<file path="src/rtl/id_ex_pipe_reg.sv">
// id_ex_pipe_reg: decode/execute pipeline register with valid/ready, flush squash; define ID_EX_SKID_EN for a 2-entry skid buffer
module id_ex_pipe_reg #(
  parameter int CTRL_W     = 10,
  parameter int DATA_W     = 136,
  parameter int CLEAR_DATA = 1
) (
  input  logic              clk,
  input  logic              rst,
  input  logic              flush,
  input  logic              in_valid,
  output logic              in_ready,
  input  logic [CTRL_W-1:0] in_ctrl,
  input  logic [DATA_W-1:0] in_data,
  output logic              out_valid,
  input  logic              out_ready,
  output logic [CTRL_W-1:0] out_ctrl,
  output logic [DATA_W-1:0] out_data,
  output logic [1:0]        occupancy
);
  logic [CTRL_W-1:0] ctrl_q, ctrl_d;
  logic [DATA_W-1:0] data_q, data_d;
  logic              accept, xfer;
  assign accept   = in_valid && in_ready;
  assign xfer     = out_valid && out_ready;
  assign out_ctrl = out_valid ? ctrl_q : '0;
  assign out_data = data_q;
`ifdef ID_EX_SKID_EN
  typedef enum logic [1:0] {EMPTY = 2'd0, ONE = 2'd1, FULL = 2'd2} state_t;
  state_t            state_q, state_d;
  logic [CTRL_W-1:0] skid_ctrl_q, skid_ctrl_d;
  logic [DATA_W-1:0] skid_data_q, skid_data_d;
  logic              in_ready_q, in_ready_d;
  assign in_ready   = in_ready_q && !rst;
  assign in_ready_d = state_d != FULL;
  assign out_valid  = state_q != EMPTY;
  assign occupancy  = state_q;
  // next-state: flush squashes both entries, otherwise main/skid FIFO moves
  always_comb begin
    state_d     = state_q;
    ctrl_d      = ctrl_q;
    data_d      = data_q;
    skid_ctrl_d = skid_ctrl_q;
    skid_data_d = skid_data_q;
    if (flush) begin
      state_d     = EMPTY;
      ctrl_d      = '0;
      skid_ctrl_d = '0;
      if (CLEAR_DATA != 0) begin
        data_d      = '0;
        skid_data_d = '0;
      end
    end else begin
      case (state_q)
        EMPTY: if (accept) begin
          state_d = ONE;
          ctrl_d  = in_ctrl;
          data_d  = in_data;
        end
        ONE: if (accept && xfer) begin
          ctrl_d = in_ctrl;
          data_d = in_data;
        end else if (xfer) begin
          state_d = EMPTY;
        end else if (accept) begin
          state_d     = FULL;
          skid_ctrl_d = in_ctrl;
          skid_data_d = in_data;
        end
        FULL: if (xfer) begin
          state_d = ONE;
          ctrl_d  = skid_ctrl_q;
          data_d  = skid_data_q;
        end
        default: state_d = EMPTY;
      endcase
    end
  end
  // state registers; in_ready flop resets high so it is 1 right after rst drops
  always_ff @(posedge clk) begin
    if (rst) begin
      state_q     <= EMPTY;
      ctrl_q      <= '0;
      data_q      <= '0;
      skid_ctrl_q <= '0;
      skid_data_q <= '0;
      in_ready_q  <= 1'b1;
    end else begin
      state_q     <= state_d;
      ctrl_q      <= ctrl_d;
      data_q      <= data_d;
      skid_ctrl_q <= skid_ctrl_d;
      skid_data_q <= skid_data_d;
      in_ready_q  <= in_ready_d;
    end
  end
`else
  logic valid_q, valid_d;
  assign in_ready  = out_ready || !valid_q;
  assign out_valid = valid_q;
  assign occupancy = {1'b0, valid_q};
  // next-state: flush beats accept, accept beats a plain transfer
  always_comb begin
    valid_d = flush ? 1'b0 : accept ? 1'b1 : xfer ? 1'b0 : valid_q;
    ctrl_d  = flush ? '0 : accept ? in_ctrl : ctrl_q;
    data_d  = flush ? ((CLEAR_DATA != 0) ? '0 : data_q) : accept ? in_data : data_q;
  end
  // single entry register
  always_ff @(posedge clk) begin
    if (rst) begin
      valid_q <= 1'b0;
      ctrl_q  <= '0;
      data_q  <= '0;
    end else begin
      valid_q <= valid_d;
      ctrl_q  <= ctrl_d;
      data_q  <= data_d;
    end
  end
`endif
endmodule
</file>
<file path="config.mk">
export PLATFORM = sky130hd
export DESIGN_NAME = id_ex_pipe_reg
export DESIGN_NICKNAME = d
export VERILOG_FILES = /design/src/rtl/id_ex_pipe_reg.sv
export SDC_FILE = /design/constraint.sdc
export NUM_CORES = 1
export LEC_CHECK = 0
export ABC_AREA = 1
export CAP_MARGIN = 20
export CORE_AREA = 4 4 168 170
export DETAILED_ROUTE_END_ITERATION = 7
export DIE_AREA = 0 0 172 174
export GPL_TIMING_DRIVEN = 0
export PLACE_DENSITY = 0.54
export RECOVER_POWER = 25
export REMOVE_ABC_BUFFERS = 1
export SLEW_MARGIN = 20
export SYNTH_ARGS = -nofsm -noshare
export SYNTH_HDL_FRONTEND = slang
export SYNTH_SLANG_ARGS = --single-unit
</file>
<file path="constraint.sdc">
create_clock -name clk -period 1.2 [get_ports clk]
set_input_delay 0.24 -clock clk [delete_from_list [all_inputs] [get_ports clk]]
set_output_delay 0.24 -clock clk [all_outputs]
set_load 0.02 [all_outputs]
</file>
; ---- Word level (Yosys, flattened, before mapping)
; Index checks and enable logic that the tools add are counted.
; W data, S select, Z words.
[word_totals]
out_inout_bits = 150
in_bits = 151
wordCells = 12
ff_bits = 147
[op_classes]
muxes = 3
reduce_logical = 6
[op_table]
columns = cell, count
row1 = $mux W10, 1
row2 = $logic_and A1 B1 Y1, 2
row3 = $mux W1, 2
row4 = $reduce_bool A2 Y1, 1
row5 = $reduce_or A2 Y1, 1
row6 = $logic_not A1 Y1, 1
row7 = $logic_or A1 B1 Y1, 1

; ---- Depth between registers and ports, before layout
; Gate-level depths: netlist (run 1).
[depth]
depth_word = 4
ltp_mapped = 7
ltp_nobuf = 5

; ---- Worst setup path before layout (run 1)
; Ideal clock, no wire load.
[synth_path]
path_kind = reg-to-output
start = register valid_q, in the netlist out_valid
end = output port out_ctrl[2]
required_time_ns = 0.960
t_arrival_ns = 1.000
stages_incl_launch_ff = 4
setup_slack_ns = -0.040
n_path_buf = 1
cell_sequence = dfxtp_1 -> clkbuf_1 -> nand2_1 -> inv_1
[synth_via]
elab_chain_len = 1
[synth_lines]
columns = item, line_no
row1 = from (decl), 97  ; logic valid_q, valid_d;
row2 = from (signal assigned), 114  ; valid_q <= valid_d;
row3 = $mux W10, 25  ; assign out_ctrl = out_valid ? ctrl_q : '0;
row4 = to (decl), 16  ; output logic [CTRL_W-1:0] out_ctrl,
; Every way passes these cells.

; ---- Final worst setup path (run 1)
[layout_path]
start = register valid_q, in the netlist out_valid
end = output port in_ready
[layout_via]
elab_chain_len = 2
[layout_lines]
columns = item, line_no
row1 = $logic_not A1 Y1, 98  ; assign in_ready = out_ready || !valid_q;
row2 = $logic_or A1 B1 Y1, 98
row3 = to (decl), 11  ; output logic in_ready,
; Every way passes these cells.

==> run metrics, run 1 <==
Pleak=around 6 nW; synthesized cell area=6610 sq um; Area contributors post-synth=dfxtp_1 (45%), a21oi_1 (11%), nand3_1 (11%); Crit. End Element=output port; initial antenna violation count=0; vias in the first global route=roughly 7000; Max Cap Viol=0; clk sinks=147; Pre-antenna DRT Iters=5; RSZ-0062 raised after global routing=true; register area share after synthesis=44.5%; CTS max path bufs=2; DRC errors left=0; IO Count=~300; fin util=48.0%; Rows=60; GR Overflow Total=0; antenna diode count=0; reg2reg end=ctrl_q[9]; cts bufs inserted=17; Placer Congestion=0.734; failing checks=negative setup slack; Reg2Reg Depth=7; Slew headroom=64.3%; worst skew pair latency=0.43 ns; Fill cells=2645; fmax=691 MHz; drt wl/cell=around 20 um; Crit Path Category=register to output port; setup violators final=161; worst vdd ir=0.000689 V; pwr dens=around 1200 nW/um^2; CP Data Arrival Time=around 1.2 ns; Final WS setup=-0.246 ns; Clock Skews=0.00881 ns; initial core utilization=24.7%; Synth Register Bits=147; Worst Path Max Fanout=6; largest net degree at the start of global routing=66; worst min path class=primary input to register; hold slack final=0.185 ns; Post-DRT Antenna Nets=0; hold depth=2; final hold violations=0; Die Footprint=29900 sq um; CTS Hold Bufs=0; FF-to-FF setup slack=-0.24 ns; DR iter-0 viols=roughly 410; CTS tree=done; status=finished, violations left; Cell variety after synth=13; Die W=172 um; Synth area leader=dfxtp_1; Max Transition Viols Final=0; Worst-path clk slew=0.07 ns; Die Y=174 um; TNS Setup=-22.05 ns; total track usage=18.9%; PortBufs=299; CP startpoint=out_valid; H-tree Lvls=4; Core Region=26700 sq um; instance count of the mapped netlist=just under 1000; crit path to=in_ready; layout cell share with drive strength beyond 1=41.3%; HPWL Detailed=14.2 mm; Routed WL=33.2 mm; worst slew pin tran=approximately 0.54 ns; Area Growth Syn to Fin=94.1%; DR vias/cell=around 4.5; Final min period=approximately 1.4 ns; first-pass GRT wire length=43.5 mm; RR Startpoint=out_valid; Via Count=7559; critical path launch point type=register; Final #Nets=~1500; Critical Path RT=0.96 ns; Tcrit/Tclk final=121%; Synth Warn #=0; CTS root buf=clkbuf_16; Syn Area/Cell=6.70 sq um; Yosys top cell area share=roughly 45%
-- synth_stat cells --
cell	instances
a21oi_1	147
buf_2	65
buf_4	11
buf_6	3
clkbuf_1	5
conb_1	1
dfxtp_1	147
inv_1	157
nand2_1	156
nand2_2	1
nand3_1	146
nor2_1	147
nor3_1	1
-- state kept, by name, summed over array words and instances, names as in the netlist --
| signal | count |
|---|---|
| out_valid | 1 |
| out_data | 136 |
| ctrl_q | 10 |
-- per-stage QoR --
| step | total power, mW | setup slack, ns | std cells | cell area (sq um) |
|---|---|---|---|---|
| CTS | 14.5 | -0.252 | 1645 | 11400 |
| global placement | 7.75 | -8.36 | 1543 | 9570 |
| detailed placement | 7.60 | -1.36 | 1553 | 9860 |
| floorplan | 6.36 | -3.77 | 903 | 6150 |
| global route | 15.4 | -0.304 | 1664 | 12800 |
| finish | 14.8 | -0.246 | 1664 | 12800 |
-- area by class of cell --
class | instances | area [sq um] | share of cell area (%)
clock buffer | 20 | 437 | 3.40
sequential | 147 | 3030 | 23.6
tap | 341 | 427 | 3.33
timing repair buffer | 374 | 4240 | 33.0
inverter | 157 | 593 | 4.62
clock inverter | 12 | 250 | 1.95
multi-input combinational | 613 | 3850 | 30.0
-- power by group --
part / internal (mW) / switching, mW / leakage, nW
clock network: 4.14 / 2.32 / 0.334
logic: 1.53 / 1.52 / 4.44
registers: 5.12 / 0.149 / 1.23
total: 10.8 / 3.99 / 6.01
-- routing by layer --
metal	part of all wire (%)	GRT usage (%)
met5	0	0
met1	44	25.0
met3	6.7	5.41
met4	0.77	3.14
met2	49	31.3
-- worst max-delay path, stage by stage (launching register included) --
cell	delay (ns)
dfxtp_4	0.40
buf_6	0.13
nand2_8	0.09
buf_6	0.15
-- worst min-delay path by stage --
stage             startpoint            end  slack (ns)
6_report                 rst      out_valid        0.18
5_1_grt                  rst      out_valid        0.17
4_1_cts                  rst      out_valid        0.16
3_5_place_dp   out_data[124]  out_data[124]        0.47
3_3_place_gp    out_data[85]   out_data[85]        0.46
2_1_floorplan            rst      out_valid        0.32
-- repair_timing --
item,CTS,global route
gates cloned,33,19
buffers inserted,27,12
gates resized for setup,748,375
endpoints found under the setup margin,296,262
pin swaps,10,43
hold endpoints to repair,0,0
-- cells in the final DEF (no fill, tap or decap), types with 2 or more instances in the layout --
| master | n |
|---|---|
| dfxtp_1 | 76 |
| buf_8 | 7 |
| nand3_2 | 84 |
| nand3_1 | 58 |
| a21oi_4 | 8 |
| a21oi_1 | 47 |
| clkbuf_1 | 3 |
| nor2_1 | 144 |
| nand2_1 | 146 |
| a21oi_2 | 92 |
| inv_2 | 6 |
| nand3_4 | 4 |
| buf_2 | 28 |
| clkbuf_16 | 28 |
| nor2_2 | 2 |
| nand2_2 | 9 |
| bufbuf_16 | 5 |
| buf_12 | 18 |
| buf_16 | 21 |
| dfxtp_2 | 70 |
| buf_4 | 104 |
| dlygate4sd2_1 | 4 |
| clkdlybuf4s50_1 | 146 |
| buf_6 | 30 |
| inv_1 | 150 |
| inv_6 | 3 |
| nand2_4 | 2 |
| nand2_8 | 14 |
| bufinv_16 | 7 |
-- cell families (layout without fill, tap and decap cells) --
family | after synthesis | after routing | synth area share, %
simple gates | 451 | 465 | 28.4
buf+inv | 241 | 563 | 15.9
compound gates | 147 | 147 | 11.1
flops | 147 | 147 | 44.5
other cells | 1 | 1 | 0.0567
Note: power is estimated with default switching activity, not from simulation.
==> run 2, diff against run 1 <==
--- a/config.mk
+++ b/config.mk
@@ -7,11 +7,11 @@
 export LEC_CHECK = 0
 export ABC_AREA = 1
 export CAP_MARGIN = 20
-export CORE_AREA = 4 4 168 170
+export CORE_AREA = 4 4 143 145
 export DETAILED_ROUTE_END_ITERATION = 7
-export DIE_AREA = 0 0 172 174
+export DIE_AREA = 0 0 147 149
 export GPL_TIMING_DRIVEN = 0
-export PLACE_DENSITY = 0.54
+export PLACE_DENSITY = 0.71
 export RECOVER_POWER = 25
 export REMOVE_ABC_BUFFERS = 1
 export SLEW_MARGIN = 20
==> constraint.sdc (replaced) <==
create_clock -name clk -period 1.2 [get_ports clk]
set_input_delay 0.18 -clock clk [delete_from_list [all_inputs] [get_ports clk]]
set_output_delay 0.18 -clock clk [all_outputs]
set_load 0.02 [all_outputs]
==> run 2 against run 1 <==
  * The run still ends with negative setup slack left
  * Utilization grew 13 points
  * Clock skew grew 0.0019 ns
  * Total power shrank 6.2%
  * First-iteration DRC count is 25% lower
  * Maximum frequency up 5.1%
  * Global-route usage up 1.7 points
  * Critical path depth is the same
  * Cell area decreased by 9.2%
  * Sequential cell count did not move
  * Final cell count shrank 6.0%
  * Die area shrank 27%
  * Critical path type unchanged
  * Largest cell class unchanged
  * Largest power group unchanged
==> run metrics, run 2 (synthesis results as in run 1) <==
critical path's slowest cell=dfxtp_4; total track usage=20.6% (+1.7 points); initial antenna violation count=0 (unchanged); DR vias/cell=4.76 (+4.8%); initial core utilization=34.4% (+9.7 points); Pleak=5.73 nW (-4.5%); Via Count=7443 (-1.5%); CP Data Arrival Time=1.20 ns (about the same); IO Count=301 (unchanged); CP max stage delay=0.40 ns (about the same); Slew headroom=50.6% (-14 points); layout cell share with drive strength beyond 1=32.8% (-8.6 points); most frequent cells in the layout=clkdlybuf4s50_1 (148), inv_1 (146), dfxtp_1 (146); CTS tree=done; antenna diode count=0 (unchanged); Total Power=13.9 mW (-6.2%); failing checks=negative setup slack; Buf/Inv on CP=2 (unchanged); HPWL Detailed=12.9 mm (-9.2%); Multi-input gate area=3410 sq um (-11%); worst slew pin tran=0.742 ns (+0.206 ns); first-pass GRT wire length=36.0 mm (-17%); GR Overflow Total=0 (unchanged); Final WS setup=-0.176 ns (+0.0703 ns); worst min path class=primary input to register; placed cell count=1476 (-5.0%); hold depth=2 (unchanged); Design Area, Final=11700 sq um (-9.2%); Area Growth Syn to Fin=76.2%; Clock Skews=0.0107 ns (+0.00190 ns); Crit. End Element=output port; Die Y=149 um (-14%); Fill cells=1679 (-37%); CTS root buf=clkbuf_16; PortBufs=299 (unchanged); Top delay family on crit path=flip-flops; Final min period=1.38 ns (-0.0703 ns); setup violators final=140 (-13%); worst skew pair latency=0.42 ns (about the same); Cell Count, Final, Fillers Out=1564 (-6.0%); Critical Path RT=1.02 ns (+0.06 ns); DR iter-0 viols=306 (-25%); DP Area=9730 sq um (-1.3%); worst vdd ir=0.000890 V (+29%); Post-DRT Antenna Nets=0 (unchanged); clk sinks=147 (unchanged); RSZ-0062 raised after global routing=true; Rows=51 (-15%); Max Cap Viol=0 (unchanged); Core Region=19200 sq um (-28%); Worst-path clk slew=0.06 ns (about the same); Pre-antenna DRT Iters=4 (-1); Max Transition Viols Final=0 (unchanged); cell count along the critical path=3 (unchanged); Placer Congestion=0.743 (+1.3%); vias in the first global route=6414 (-8.8%); CTS max path bufs=2 (unchanged); DRC errors left=0 (unchanged); Crit Path Category=register to output port; Die W=147 um (-15%); critical path launch point type=register; Final #Nets=1438 (-1.6%); Tcrit/Tclk final=115% (-5.9 points); pwr dens=1190 nW/um^2 (+3.3%); max reg flops=136 (unchanged); Reg area=2950 sq um (-2.9%); Reg2Reg Depth=6 (-1); largest net degree at the start of global routing=69 (+4.5%); cts bufs inserted=17 (unchanged); Cell Chain, Critical Path=nand2_8 > buf_16 > buf_8; Die Footprint=21900 sq um (-27%); commonest non-fill, non-tap cell in the layout=clkdlybuf4s50_1; Worst Path Max Fanout=4 (-2); status=finished, violations left; final hold violations=0 (unchanged); fmax=727 MHz (+5.1%); drt wl/cell=17.9 um (-10%); Routed WL=28.1 mm (-15%); H-tree Lvls=4 (unchanged)
-- run 2: through the flow --
| step | TNS, ns | util [%] | hold WS, ns | worst slack, ns |
|---|---|---|---|---|
| 2_1_floorplan | -543.48 | - | 0.257 | -3.71 |
| 3_3_place_gp | -1108.10 | 49.3 | 0.458 | -7.77 |
| 3_5_place_dp | -88.02 | 50.6 | 0.466 | -1.10 |
| 4_1_cts | -2.52 | 53.5 | 0.150 | -0.174 |
| 5_1_grt | -14.40 | 60.7 | 0.0702 | -0.217 |
| 6_report | -9.65 | 60.7 | 0.0756 | -0.176 |
-- run 2: worst register-to-register path, delay by kind of cell (launching register included) --
kind | cells | cell delay, ns
buffers and inverters | 3 | 0.51
flip-flops | 1 | 0.40
AO/OA/AOI/OAI | 1 | 0.15
AND/OR/NAND/NOR | 2 | 0.16
-- run 2: power by group --
group / switching (mW) / total (mW) / internal (mW)
clock: 2.18 / 5.94 / 3.76
combinational: 1.37 / 2.68 / 1.31
sequential: 0.142 / 5.24 / 5.10
-- run 2: final cells by class --
| type | count | share of cell area (%) |
|---|---|---|
| repair buffers | 364 | 32.0 |
| multi-input cells | 600 | 29.3 |
| clock inverters | 11 | 1.70 |
| clock buffers | 20 | 3.83 |
| well taps | 265 | 2.85 |
| inverters | 157 | 5.06 |
| flip-flops and latches | 147 | 25.3 |
-- run 2: per-layer routing --
metal | global-route usage, % | vias to the layer above | share of wire, %
met5 | 0 | - | 0
met4 | 6.80 | 0 | 2.5
met3 | 7.63 | 45 | 8.2
met2 | 33.0 | 272 | 46
met1 | 26.0 | 3455 | 43
li1 | - | 3671 | -
-- run 2: repair_timing --
item | CTS | global route
gates cloned | 13 | 30
setup endpoints to repair | 295 | 165
pin swaps | 3 | 43
gates resized for setup | 641 | 228
hold buffers | 0 | 0
setup buffers | 9 | 6
-- run 2: worst paths after layout --
check / slack (ns) / to / start
hold / removal: 0.08 / out_valid / flush
hold reg to reg: 0.47 / out_data[116] / out_data[116]
setup reg to reg: -0.13 / out_data[100] / out_valid
setup / recovery: -0.18 / in_ready / out_valid
